[src/rtl/hamming_ecc_pkg.sv]
// Shared Hamming ECC helpers for the encoder stage and the matching decoder.
// Codeword positions run 1..TW. Parity bits sit at power-of-two positions.
// Data bits fill the remaining positions in ascending order.
// Contents:
//   skid_state_e - buffer occupancy states of the encoder output skid.
//   calc_tw      - codeword width from data and parity widths.
//   is_pow2      - true for a parity position.
//   data_pos     - codeword position of data bit idx.
//   parity_mask  - data bits covered by parity bit pbit.
package hamming_ecc_pkg;

  localparam int MAX_DW = 64;

  typedef enum logic [1:0] {
    SKID_EMPTY = 2'd0,
    SKID_ONE   = 2'd1,
    SKID_TWO   = 2'd2
  } skid_state_e;

  function automatic int calc_tw(input int dw, input int pw);
    return dw + pw;
  endfunction

  function automatic bit is_pow2(input int pos);
    return (pos > 0) && ((pos & (pos - 1)) == 0);
  endfunction

  // 64 data bits need 7 parity slots, so 2*MAX_DW positions always suffice.
  function automatic int data_pos(input int idx);
    int pos;
    int cnt;
    pos = 0;
    cnt = 0;
    for (int p = 1; p <= 2 * MAX_DW; p++) begin
      if ((pos == 0) && !is_pow2(p)) begin
        if (cnt == idx) pos = p;
        cnt++;
      end
    end
    return pos;
  endfunction

  function automatic logic [MAX_DW-1:0] parity_mask(input int dw, input int pbit);
    logic [MAX_DW-1:0] m;
    int pos;
    m = '0;
    for (int i = 0; i < MAX_DW; i++) begin
      if (i < dw) begin
        pos = data_pos(i);
        m[i] = ((pos >> pbit) & 1) != 0;
      end
    end
    return m;
  endfunction

endpackage

[src/rtl/hamming_enc_stage_if.sv]
// Handshake and injection bundle of the Hamming encoder stage.
// Signal names keep the stage's point of view: i_* flows into the stage, o_* out of it.
//   i_valid / o_ready / i_data                 upstream beat handshake and payload
//   o_valid / i_ready / o_enc_data / o_parity  downstream codeword handshake
//   i_inj_en / i_inj_pos                       single-bit error injection request
//   o_inj_armed / o_inj_done                   injection status
//   o_beat_cnt                                 saturating count of delivered beats
// slave  - the stage itself.
// master - the environment that drives the stage.
interface hamming_enc_stage_if #(
  parameter int DW = 8,
  parameter int PW = 4
);
  logic          i_valid;
  logic          o_ready;
  logic [DW-1:0] i_data;
  logic          o_valid;
  logic          i_ready;
  logic [DW-1:0] o_enc_data;
  logic [PW-1:0] o_parity;
  logic          i_inj_en;
  logic [PW-1:0] i_inj_pos;
  logic          o_inj_armed;
  logic          o_inj_done;
  logic [15:0]   o_beat_cnt;

  modport slave (
    input  i_valid, i_data, i_ready, i_inj_en, i_inj_pos,
    output o_ready, o_valid, o_enc_data, o_parity, o_inj_armed, o_inj_done, o_beat_cnt
  );

  modport master (
    output i_valid, i_data, i_ready, i_inj_en, i_inj_pos,
    input  o_ready, o_valid, o_enc_data, o_parity, o_inj_armed, o_inj_done, o_beat_cnt
  );
endinterface

[src/rtl/hamming_enc.sv]
// Combinational Hamming parity generator.
// Ports:
//   data   [DW-1:0] payload placed on non-power-of-two codeword positions
//   parity [PW-1:0] parity[j] is the XOR of the data bits whose position has bit j set
module hamming_enc
  import hamming_ecc_pkg::*;
#(
  parameter int DW = 8,
  parameter int PW = 4
) (
  input  logic [DW-1:0] data,
  output logic [PW-1:0] parity
);

  for (genvar j = 0; j < PW; j++) begin : g_par
    localparam logic [MAX_DW-1:0] MASK = parity_mask(DW, j);
    assign parity[j] = ^(data & MASK[DW-1:0]);
  end

endmodule

[src/rtl/hamming_enc_stage.sv]
// Hamming encoder stage with a 2-entry skid buffer and single-bit error injection.
// Each accepted beat is encoded on the way in and stored with its parity.
// A beat accepted while injection is armed has one codeword bit flipped before it is stored.
// Ports:
//   i_clk   rising-edge clock
//   i_rstn  asynchronous active-low reset
//   bus     hamming_enc_stage_if.slave: upstream/downstream handshakes, injection control,
//           and the delivered-beat counter
module hamming_enc_stage
  import hamming_ecc_pkg::*;
#(
  parameter int DW = 8,
  parameter int PW = 4
) (
  input logic                i_clk,
  input logic                i_rstn,
  hamming_enc_stage_if.slave bus
);

  localparam int            TW   = calc_tw(DW, PW);
  localparam logic [PW-1:0] TW_P = PW'(TW);

  if (TW >= (1 << PW)) begin : g_bad_width
    $error("hamming_enc_stage: DW+PW must be below 2**PW");
  end

  function automatic logic [15:0] sat_inc(input logic [15:0] v);
    return (v == 16'hFFFF) ? v : v + 16'd1;
  endfunction

  skid_state_e   state_q, state_d;
  logic          ready_q;
  logic          vld_p1;
  logic          accept, xfer;
  logic          load_out, load_skid, skid_to_out;

  logic [PW-1:0] par_p0;
  logic [DW-1:0] beat_data_p0;
  logic [PW-1:0] beat_par_p0;
  logic [DW-1:0] data_flip;
  logic [PW-1:0] par_flip;
  logic          inj_req, inj_hit;

  logic          armed_q;
  logic [PW-1:0] inj_pos_q;
  logic          inj_done_q;
  logic [15:0]   beat_cnt_q;

  logic [DW-1:0] out_data_p1, skid_data_p1;
  logic [PW-1:0] out_par_p1, skid_par_p1;

  assign vld_p1 = (state_q != SKID_EMPTY);
  assign accept = bus.i_valid & ready_q;
  assign xfer   = vld_p1 & bus.i_ready;

  // Stage p0: encode the incoming beat and apply any armed injection
  hamming_enc #(.DW(DW), .PW(PW)) u_enc (
    .data   (bus.i_data),
    .parity (par_p0)
  );

  // A valid request in the same cycle as an accept re-arms instead of corrupting.
  assign inj_req = bus.i_inj_en & (bus.i_inj_pos != '0) & (bus.i_inj_pos <= TW_P);
  assign inj_hit = accept & armed_q & ~inj_req;

  for (genvar i = 0; i < DW; i++) begin : g_dflip
    localparam int DPOS = data_pos(i);
    assign data_flip[i] = (inj_pos_q == PW'(DPOS));
  end

  for (genvar j = 0; j < PW; j++) begin : g_pflip
    assign par_flip[j] = (inj_pos_q == PW'(1 << j));
  end

  assign beat_data_p0 = bus.i_data ^ (data_flip & {DW{inj_hit}});
  assign beat_par_p0  = par_p0 ^ (par_flip & {PW{inj_hit}});

  always_comb begin
    state_d     = state_q;
    load_out    = 1'b0;
    load_skid   = 1'b0;
    skid_to_out = 1'b0;
    case (state_q)
      SKID_EMPTY: begin
        if (accept) begin
          state_d  = SKID_ONE;
          load_out = 1'b1;
        end
      end
      SKID_ONE: begin
        if (accept && !xfer) begin
          state_d   = SKID_TWO;
          load_skid = 1'b1;
        end else if (!accept && xfer) begin
          state_d = SKID_EMPTY;
        end else if (accept && xfer) begin
          load_out = 1'b1;
        end
      end
      SKID_TWO: begin
        if (xfer) begin
          state_d     = SKID_ONE;
          skid_to_out = 1'b1;
        end
      end
      default: state_d = SKID_EMPTY;
    endcase
  end

  always_ff @(posedge i_clk or negedge i_rstn) begin
    if (!i_rstn) begin
      state_q <= SKID_EMPTY;
      ready_q <= 1'b0;
    end else begin
      state_q <= state_d;
      ready_q <= (state_d != SKID_TWO);
    end
  end

  always_ff @(posedge i_clk or negedge i_rstn) begin
    if (!i_rstn) begin
      armed_q    <= 1'b0;
      inj_pos_q  <= '0;
      inj_done_q <= 1'b0;
      beat_cnt_q <= '0;
    end else begin
      inj_done_q <= inj_hit;
      if (inj_req) begin
        armed_q   <= 1'b1;
        inj_pos_q <= bus.i_inj_pos;
      end else if (inj_hit) begin
        armed_q <= 1'b0;
      end
      if (xfer) beat_cnt_q <= sat_inc(beat_cnt_q);
    end
  end

  // Stage p1: output register plus skid register
  // The output register is cleared by reset so the codeword outputs read zero.
  always_ff @(posedge i_clk or negedge i_rstn) begin
    if (!i_rstn) begin
      out_data_p1 <= '0;
      out_par_p1  <= '0;
    end else if (load_out) begin
      out_data_p1 <= beat_data_p0;
      out_par_p1  <= beat_par_p0;
    end else if (skid_to_out) begin
      out_data_p1 <= skid_data_p1;
      out_par_p1  <= skid_par_p1;
    end
  end

  always_ff @(posedge i_clk) begin
    if (load_skid) begin
      skid_data_p1 <= beat_data_p0;
      skid_par_p1  <= beat_par_p0;
    end
  end

  assign bus.o_ready     = ready_q;
  assign bus.o_valid     = vld_p1;
  assign bus.o_enc_data  = out_data_p1;
  assign bus.o_parity    = out_par_p1;
  assign bus.o_inj_armed = armed_q;
  assign bus.o_inj_done  = inj_done_q;
  assign bus.o_beat_cnt  = beat_cnt_q;

endmodule
[src/flat_wrapper.sv]
// flat-port wrapper written by rule: the top's interface ports become plain ports
module hamming_enc_stage_flat import hamming_ecc_pkg::*;
#(
  parameter int DW = 8,
  parameter int PW = 4
)
  (i_clk, i_rstn, bus_i_valid, bus_i_data, bus_i_ready, bus_i_inj_en, bus_i_inj_pos, bus_o_ready, bus_o_valid, bus_o_enc_data, bus_o_parity, bus_o_inj_armed, bus_o_inj_done, bus_o_beat_cnt);
  hamming_enc_stage_if #(.DW(DW), .PW(PW)) bus_i ();
  input logic i_clk;
  input logic i_rstn;
  input wire logic [$bits(bus_i.i_valid)-1:0] bus_i_valid;
  input wire logic [$bits(bus_i.i_data)-1:0] bus_i_data;
  input wire logic [$bits(bus_i.i_ready)-1:0] bus_i_ready;
  input wire logic [$bits(bus_i.i_inj_en)-1:0] bus_i_inj_en;
  input wire logic [$bits(bus_i.i_inj_pos)-1:0] bus_i_inj_pos;
  output wire logic [$bits(bus_i.o_ready)-1:0] bus_o_ready;
  output wire logic [$bits(bus_i.o_valid)-1:0] bus_o_valid;
  output wire logic [$bits(bus_i.o_enc_data)-1:0] bus_o_enc_data;
  output wire logic [$bits(bus_i.o_parity)-1:0] bus_o_parity;
  output wire logic [$bits(bus_i.o_inj_armed)-1:0] bus_o_inj_armed;
  output wire logic [$bits(bus_i.o_inj_done)-1:0] bus_o_inj_done;
  output wire logic [$bits(bus_i.o_beat_cnt)-1:0] bus_o_beat_cnt;
  assign bus_i.i_valid = bus_i_valid;
  assign bus_i.i_data = bus_i_data;
  assign bus_i.i_ready = bus_i_ready;
  assign bus_i.i_inj_en = bus_i_inj_en;
  assign bus_i.i_inj_pos = bus_i_inj_pos;
  assign bus_o_ready = bus_i.o_ready;
  assign bus_o_valid = bus_i.o_valid;
  assign bus_o_enc_data = bus_i.o_enc_data;
  assign bus_o_parity = bus_i.o_parity;
  assign bus_o_inj_armed = bus_i.o_inj_armed;
  assign bus_o_inj_done = bus_i.o_inj_done;
  assign bus_o_beat_cnt = bus_i.o_beat_cnt;
  hamming_enc_stage #(.DW(DW), .PW(PW)) u_core (.i_clk(i_clk), .i_rstn(i_rstn), .bus(bus_i));
endmodule
[config.mk]
export PLATFORM = sky130hd
export DESIGN_NAME = hamming_enc_stage_flat
export DESIGN_NICKNAME = d
export VERILOG_FILES = /design/src/rtl/hamming_ecc_pkg.sv /design/src/rtl/hamming_enc_stage_if.sv /design/src/rtl/hamming_enc.sv /design/src/rtl/hamming_enc_stage.sv /design/src/flat_wrapper.sv
export SDC_FILE = /design/constraint.sdc
export NUM_CORES = 1
export LEC_CHECK = 0
export CORE_MARGIN = 2
export CORE_UTILIZATION = 35
export DETAILED_ROUTE_END_ITERATION = 10
export MAX_ROUTING_LAYER = met4
export PLACE_DENSITY = 0.61
export SETUP_SLACK_MARGIN = 0.1
export SLEW_MARGIN = 25
export SYNTH_ARGS = -nofsm -noshare
export SYNTH_HDL_FRONTEND = slang
export SYNTH_HIERARCHICAL = 1
export SYNTH_SLANG_ARGS = --single-unit
export TNS_END_PERCENT = 50
[constraint.sdc]
create_clock -name i_clk -period 4.92 [get_ports i_clk]
set_input_delay 0.984 -clock i_clk [delete_from_list [all_inputs] [get_ports i_clk]]
set_output_delay 0.984 -clock i_clk [all_outputs]
set_load 0.01 [all_outputs]
After elaboration in Yosys (flattened, before gate mapping) --
Cells that the tools add are included.
Cells by class: add/sub/neg operators 1, order comparisons 1, eq/ne operators 16, multiplexer cells 20, bitwise logic cells 12, reductions and logical operators 15
Operators by type and width (count):
- $reduce_xor 8->1 | 4
- $eq 4x4->1 const B | 5
- $add 16x1->16 const B | 1
- $eq 16x16->1 const B | 1
- $eq 4x3->1 const B | 4
- $mux 8 | 2
- $mux 1 | 10
- $and 8x8->8 | 1
- $eq 4x2->1 const B | 2
- $mux 2 | 4
- $mux 4 | 2
- $xor 8x8->8 | 1
- $and 1x1->1 | 6
- $pmux 2 s3 | 1
- $reduce_bool 2->1 | 3
- $and 4x4->4 | 1
- $eq 4x1->1 const B | 1
- $le 4x4->1 const B | 1
- $reduce_bool 4->1 | 1
- $xor 4x4->4 | 1
- $logic_and 1x1->1 | 3
- $eq 2x1->1 const B | 1
- $eq 2x2->1 const B | 1
- $logic_not 1->1 | 2
- other kinds (5) | 6
Storage, ports and cells: bits in registers 49, output and inout bits 32, word-level logic and storage cells 75

Logic depth before layout (Yosys ltp) --
Gate-level depths: netlist of the first run.
depth in word-level cells 8, depth in mapped cells 6, depth with buffers taken out 5

Modules after synthesis --
The synthesis of the first run kept the hierarchy.
By module, submodules not included:
- hamming_enc_stage | instances 1, cells each 246, area each 2643.8 sq um
- hamming_enc | instances 1, cells each 10, area each 115.1 sq um

Worst setup path after synthesis of the first run --
No wires, ideal clock.
path type input to register, start input port bus_i_inj_pos[1], end register u_core.skid_par_p1[1], data pin, data arrival time 2281 ps, required time 4656 ps, path slack 2376 ps, cell stages on the path 6, buffers on the path 2, cells stage by stage or4_1 > buf_2 > a311oi_2 > buf_6 > nand2_1 > xnor2_1
On the way: cells in the longest elaborated chain, start to end 7
Ends and longest elaborated chain:
- start: declaration | line flat_wrapper.sv:15 | input wire logic [$bits(bus_i.i_inj_pos)-1:0] bus_i_inj_pos;
- parallel branches: the longest is 2 deep, another holds $le 4x4->1
- $and 1x1->1 (*) | line hamming_enc_stage.sv:63 | assign inj_req = bus.i_inj_en & (bus.i_inj_pos != '0) & (bus.i_inj_pos <= TW_P);
- $not 1->1 (*) | line hamming_enc_stage.sv:64 | assign inj_hit = accept & armed_q & ~inj_req;
- $and 1x1->1 (*) | line hamming_enc_stage.sv:64
- $and 4x4->4 (*) | line hamming_enc_stage.sv:76 | assign beat_par_p0 = par_p0 ^ (par_flip & {PW{inj_hit}});
- $xor 4x4->4 (*) | line hamming_enc_stage.sv:76
- net u_core.beat_par_p0[1] | line hamming_enc_stage.sv:39 | logic [PW-1:0] beat_par_p0;
- end signal: assignment | line hamming_enc_stage.sv:156 | skid_par_p1 <= beat_par_p0;
- end: declaration | line hamming_enc_stage.sv:50 | logic [PW-1:0] out_par_p1, skid_par_p1;
Mark *: on every way through the listed nets, which the timed path passes. A chain may end at the register's enable or synchronous reset.

Worst setup path after layout of the first run --
start input port bus_i_inj_pos[1], end register u_core.out_data_p1[0] (netlist: u_core/bus.o_enc_data[0])
On the way: cells in the longest elaborated chain, start to end 8
Ends and longest elaborated chain:
- parallel branches: the longest is 2 deep, another holds $le 4x4->1
- $and 1x1->1 (*) | line hamming_enc_stage.sv:63
- $not 1->1 (*) | line hamming_enc_stage.sv:64
- $and 1x1->1 (*) | line hamming_enc_stage.sv:64
- $and 8x8->8 (*) | line hamming_enc_stage.sv:75 | assign beat_data_p0 = bus.i_data ^ (data_flip & {DW{inj_hit}});
- $xor 8x8->8 (*) | line hamming_enc_stage.sv:75
- $mux 8 (*) | line hamming_enc_stage.sv:144 | end else if (load_out) begin
- end signal: assignment | line hamming_enc_stage.sv:145 | out_data_p1 <= beat_data_p0;
- end signal: assignment | line hamming_enc_stage.sv:148 | out_data_p1 <= skid_data_p1;
- end: declaration | line hamming_enc_stage.sv:49 | logic [DW-1:0] out_data_p1, skid_data_p1;
Every way passes the cells marked *.

==> metrics.txt, run 1 <==
final hold slack 0.4969 ns; Synth Area in Compound Gates 0.1247; port bufs 48; Critical Path, Cell by Cell clkdlybuf4s50_1 -> or4_1 -> a311oi_2 -> and4_2 -> a211oi_2; CTS root buffer clkbuf_8; crit-path max FO 12; R2R depth 4; Post-synth top cells 37 x dfrtp_1, 24 x nand2_1, 22 x xnor2_1; Synthesized Nets 274; Post-synth EDFFs 12; Post-CTS Hold Buffers 0; power per cell area 398.3 nW/um^2; Syn. warnings 6; share of the synthesized area in the top cell type 0.3356; hold depth 1; Post-CTS Setup Bufs 0; H-tree levels 2; drt first pass iters 4; Area contributors post-synth dfrtp_1 34%, edfxtp_1 13%, xnor2_1 7.0%; vias post-DR 2093; mux contribution to synthesized area 0.05578; synthesized instance count 256; ys flop type dfrtp_1; Final setup viols 0; routed vias/inst 5.155; Final Skew 0.006318 ns; Seq/Total Area, Yosys 0.4662; Clock transition at path regs 0.09 ns; outcome completed; final wirelength 5871 microns; critical-path cell with the highest stage delay a311oi_2; main combinational cell family by area after synthesis simple AND/OR/NAND/NOR gates; nets 321; RR Endpoint u_core/skid_data_p1[2]; crit path kind input pin to flop; row count 32; cells resized by post-CTS repair 0; Max Clock Freq 0.3289 GHz; Layout fillers 752; CTS tree done; Slew HR 0.3857; Clk Latency, worst-skew pair 0.30 ns; xor/xnor share of the synthesized area 0.1211; fraction of layout instances using a drive strength above 1 0.07566; slowest cell delay on critical path 0.68 ns; setup TNS 0 ns; area leader, netlist dfrtp_1; ant diodes 0; Worst Hold End u_core/bus.o_beat_cnt[5]; TritonCTS Buffers 5; Chip Height 92.79 microns; CP required 5.06 ns; RR Startpoint u_core/inj_pos_q[3]; Sink Count 49; reg-to-reg slack, setup 2.95 ns; vias in the first global route 1911; worst setup margin 1.879 ns; Tmin final 3.041 ns; unique cell type count in the Yosys netlist 46; CP bufs+invs 1; Post-Synth Adder-Cell Area 0.004535; simple logic cell fraction of the synthesized area 0.1941; Worst VDD drop 0.1364 mV; Mean Syn Cell Area 10.78 sq um; first-pass GRT wire length 9301 microns; Final Hold Vio Count 0; Final period util 0.6180; post-layout util 0.4391; Max-Cap Viols 0; unrepaired setup endpoints after global routing no; initial core utilization 0.3589; Area growth, synth to finish 22.36%; Ports 49; Worst setup SP type input pin; largest net degree at the start of global routing 38; asr flop ratio synth 0.7551; family with the most delay on the worst path simple AND/OR/NAND/NOR gates; DR WL/cell 14.46 microns; routability cong. 0.8233; overall die width 92.79 microns; core outline area 7687 sq um; HP Start u_core/bus.o_beat_cnt[5]; Die ar. 8609 sq um; Tightest Pin Transition 0.9186 ns; DRT iter0 DRCs 65; total power 1.345 mW; flops & latches, synth 49; # DRC 0; Routed Antenna Nets 0; dpl ws 1.527 ns; global route overflow 0; Global Route Usage Sum 0.1434; top-count cell post-synth dfrtp_1; crit end category flop; LEAKAGE 1.346 nW; CTS Buffer Depth 2; Post-Syn Area 2759 sq um; final slew viol count 0; worst path arrival time 3.19 ns; Hold WC Path Type flop to flop; dpl hpwl 4318 microns; initial antenna violation count 0
==> cell type report <==
type | count | area (sq um) | share of cell area
inverters | 5 | 18.77 | 0.005560
clock buffers | 8 | 80.08 | 0.02372
well taps | 102 | 127.6 | 0.03781
repair buffers | 49 | 483.0 | 0.1431
multi-input cells | 193 | 1380 | 0.4088
flip-flops and latches | 49 | 1286 | 0.3810
==> worst reg2reg max path, stage by stage, from the launching register on <==
cell	delay (ns)
dfrtp_1	0.42
nand4b_1	0.33
nor4_1	0.67
nand2_1	0.15
xnor2_1	0.16
==> how the worst max path moves through the flow <==
stage / depth (start not counted) / slack, ns / endpoint / from
after floorplan: 6 / 2.38 / u_core/skid_par_p1[1] / bus_i_inj_pos[1]
after global placement: 5 / 1.63 / u_core/bus.o_enc_data[5] / bus_i_inj_pos[1]
after detailed placement: 5 / 1.53 / u_core/bus.o_enc_data[0] / bus_i_inj_pos[1]
after CTS: 5 / 1.86 / u_core/bus.o_enc_data[0] / bus_i_inj_pos[1]
after global routing: 5 / 1.73 / u_core/skid_data_p1[5] / bus_i_inj_pos[1]
final: 5 / 1.88 / u_core/bus.o_enc_data[0] / bus_i_inj_pos[1]
==> metal layers <==
layer | part of all wire | up-vias | wire (microns) | global-route usage
li1 | - | 1042 | - | -
met1 | 0.48 | 1009 | 2804 | 0.1909
met2 | 0.47 | 38 | 2779 | 0.2240
met3 | 0.036 | 4 | 214 | 0.02441
met4 | 0.012 | 0 | 72 | 0.04657
met5 | 0 | - | 0 | -
==> kinds of logic (layout without fill, tap and decap cells) <==
kind of cell / after synthesis / in the layout
AND/OR/NAND/NOR: 96 / 96
XOR/XNOR: 35 / 35
buffers and inverters: 14 / 62
adder cells (fa/ha/maj): 1 / 1
AO/OA/AOI/OAI: 46 / 46
multiplexers: 15 / 15
flip-flops: 49 / 49
==> power by group <==
group	switching, mW	total, mW	internal (mW)
combinational	0.239	0.516	0.277
sequential	0.0829	0.601	0.518
clock	0.126	0.227	0.101
total	0.447	1.34	0.897
==> metrics by stage <==
step	std cells	area [sq um]
global placement	398	3296
floorplan	256	2759
detailed placement	398	3296
global route	406	3376
finish	406	3376
CTS	406	3376
==> layout by cell type, fill, tap and decap left out, types with 8 or more instances in the layout <==
cell and count:
a211oi_1 18, a21oi_1 8, clkdlybuf4s50_1 47, dfrtp_1 37, edfxtp_1 12, mux2i_1 12
nand2_1 24, nand4_1 9, nor2_1 14, nor3_1 10, xnor2_1 22, xor2_1 11
==> registers in the layout, summed over array words and instances, names as in the netlist <==
signal                  flops
u_core/bus.o_beat_cnt      16
u_core/bus.o_enc_data       8
u_core/skid_data_p1         8
u_core/bus.o_parity         4
u_core/inj_pos_q            4
u_core/skid_par_p1          4
u_core/state_q              2
u_core/bus.o_inj_armed      1
u_core/bus.o_inj_done       1
u_core/bus.o_ready          1
(Power assumes the default switching activity.)
==> inputs of run 2 (changes only) <==
Settings changed: PLACE_DENSITY 0.61 to 0.63.
Clock period 4.92 ns to 2.7 ns, I/O delays scaled along.
==> metrics.txt, run 2 (synthesis results as in run 1) <==
TritonCTS Buffers 5 (unchanged); RR Endpoint u_core/bus.o_beat_cnt[1] (was u_core/skid_data_p1[2]); crit-path max FO 10 (was 12); Worst VDD drop 0.2782 mV (was 0.1364 mV); most frequent cells in the layout 47 x clkdlybuf4s50_1, 37 x dfrtp_1, 24 x nand2_1, 22 x xnor2_1, 18 x a211oi_1 (unchanged); largest net degree at the start of global routing 38 (unchanged); fraction of layout instances using a drive strength above 1 0.1022 (was 0.07566); RR Startpoint u_core/bus.o_beat_cnt[6] (was u_core/inj_pos_q[3]); dpl hpwl 4318 microns (about the same); CP bufs+invs 1 (unchanged); cells resized by post-CTS repair 0 (unchanged); routability cong. 0.8037 (was 0.8233); Slew HR 0.4148 (was 0.3857); port bufs 48 (unchanged); Max Clock Freq 0.4265 GHz; Tightest Pin Transition 0.8778 ns (was 0.9186 ns); vias in the first global route 2065 (was 1911); row count 32 (unchanged); Finished Cell Area 3443 sq um (was 3376 sq um); Global Route Usage Sum 0.1503 (was 0.1434); Post-CTS Hold Buffers 0 (unchanged); routed vias/inst 5.128 (was 5.155); DRT iter0 DRCs 79 (was 65); Final Hold Vio Count 0 (unchanged); drt first pass iters 4 (unchanged); H-tree levels 2 (unchanged); Chip Height 92.79 microns (unchanged); worst path arrival time 2.39 ns (was 3.19 ns); DR WL met2 2805 microns (was 2779 microns); max reg flops 16 (unchanged); crit end category flop (unchanged); power per cell area 718.7 nW/um^2 (was 398.3 nW/um^2); first-pass GRT wire length 9942 microns (was 9301 microns); Final period util 0.8683; critical-path cell with the highest stage delay or4_1 (was a311oi_2); Sink Count 49 (unchanged); CTS Buffer Depth 2 (unchanged); unrepaired setup endpoints after global routing no (unchanged); global route overflow 0 (unchanged); nets 330 (was 321); Critical Path, Cell by Cell clkdlybuf4s50_1 -> or4_1 -> a31oi_2 -> nand2_1 -> xnor2_1 (was clkdlybuf4s50_1 -> or4_1 -> a311oi_2 -> and4_2 -> a211oi_2); CTS root buffer clkbuf_8 (unchanged); initial antenna violation count 0 (unchanged); Met1 Routed Length 2896 microns (was 2804 microns); # placed instances 407 (was 398); R2R depth 4 (unchanged); DR WL/cell 14.45 microns (was 14.46 microns); Hold WC Path Type input pin to asynchronous set/reset pin (was flop to flop); Post-Layout Cell Count 415 (was 406); DR WL met3 206 microns (was 214 microns); CP required 2.75 ns (was 5.06 ns); outcome completed (unchanged); final wirelength 5995 microns (was 5871 microns); Post-CTS Setup Bufs 0 (unchanged); Worst setup SP type input pin (unchanged); Clock transition at path regs 0.08 ns (was 0.09 ns); Final setup viols 0 (unchanged); Max-Cap Viols 0 (unchanged); initial core utilization 0.3589 (unchanged); family with the most delay on the worst path simple AND/OR/NAND/NOR gates (unchanged); reg-to-reg slack, setup 0.84 ns (was 2.95 ns); commonest non-fill, non-tap cell in the layout clkdlybuf4s50_1 (unchanged); core outline area 7687 sq um (unchanged); LEAKAGE 1.390 nW (was 1.346 nW); Die ar. 8609 sq um (unchanged); Routed Antenna Nets 0 (unchanged); final slew viol count 0 (unchanged); Final Skew 0.01251 ns (was 0.006318 ns); Tmin final 2.345 ns; # DRC 0 (unchanged); crit path kind input pin to flop (unchanged); ant diodes 0 (unchanged); setup TNS 0 ns (unchanged); overall die width 92.79 microns (unchanged); slowest cell delay on critical path 0.60 ns (was 0.68 ns); CTS tree done (unchanged); Area growth, synth to finish 24.81% (was 22.36%); uppermost layer routed met4 (unchanged); Ports 49 (unchanged); Clk Latency, worst-skew pair 0.31 ns (was 0.30 ns); vias post-DR 2128 (was 2093); placed cell area 3363 sq um (was 3296 sq um)
-- run 2: how the worst max path moves through the flow --
stage,startpoint,endpoint,cells after the start
finish,bus_i_inj_pos[3],u_core/skid_data_p1[7],5
global route,bus_i_inj_pos[3],u_core/skid_data_p1[7],5
CTS,bus_i_inj_pos[1],u_core/skid_data_p1[7],5
detailed placement,bus_i_inj_pos[1],u_core/skid_data_p1[7],5
global placement,bus_i_inj_pos[3],u_core/skid_par_p1[2],5
floorplan,bus_i_inj_pos[1],u_core/skid_par_p1[1],6
-- run 2: layout make-up --
type | count | area (sq um)
fillers | 754 | 4244
inverters | 5 | 18.77
clock buffers | 8 | 80.08
well taps | 102 | 127.6
flip-flops and latches | 49 | 1286
multi-input cells | 193 | 1380
repair buffers | 58 | 550.5
-- run 2: report_power, final --
| group | leakage (nW) | internal [mW] | switching [mW] |
|---|---|---|---|
| clock | 0.0395 | 0.185 | 0.236 |
| sequential | 0.563 | 0.944 | 0.149 |
| combinational | 0.788 | 0.520 | 0.440 |
-- run 2: routing by layer --
metal | vias up | track usage
li1 | 1062 | -
met2 | 39 | 0.2343
met4 | 0 | 0.05392
met1 | 1021 | 0.1966
met3 | 6 | 0.02848
met5 | - | -
-- run 2: through the flow --
| stage | hold WS (ns) | setup WS (ns) | total power, mW | util |
|---|---|---|---|---|
| after floorplan | 0.2444 | 0.5999 | 1.625 | - |
| after global placement | 0.4864 | 0.1306 | 2.070 | 0.4375 |
| after detailed placement | 0.4903 | 0.05342 | 2.080 | 0.4375 |
| after CTS | 0.3820 | 0.3796 | 2.510 | 0.4479 |
| after global routing | 0.4133 | 0.2259 | 2.647 | 0.4479 |
| final | 0.3541 | 0.3555 | 2.475 | 0.4479 |
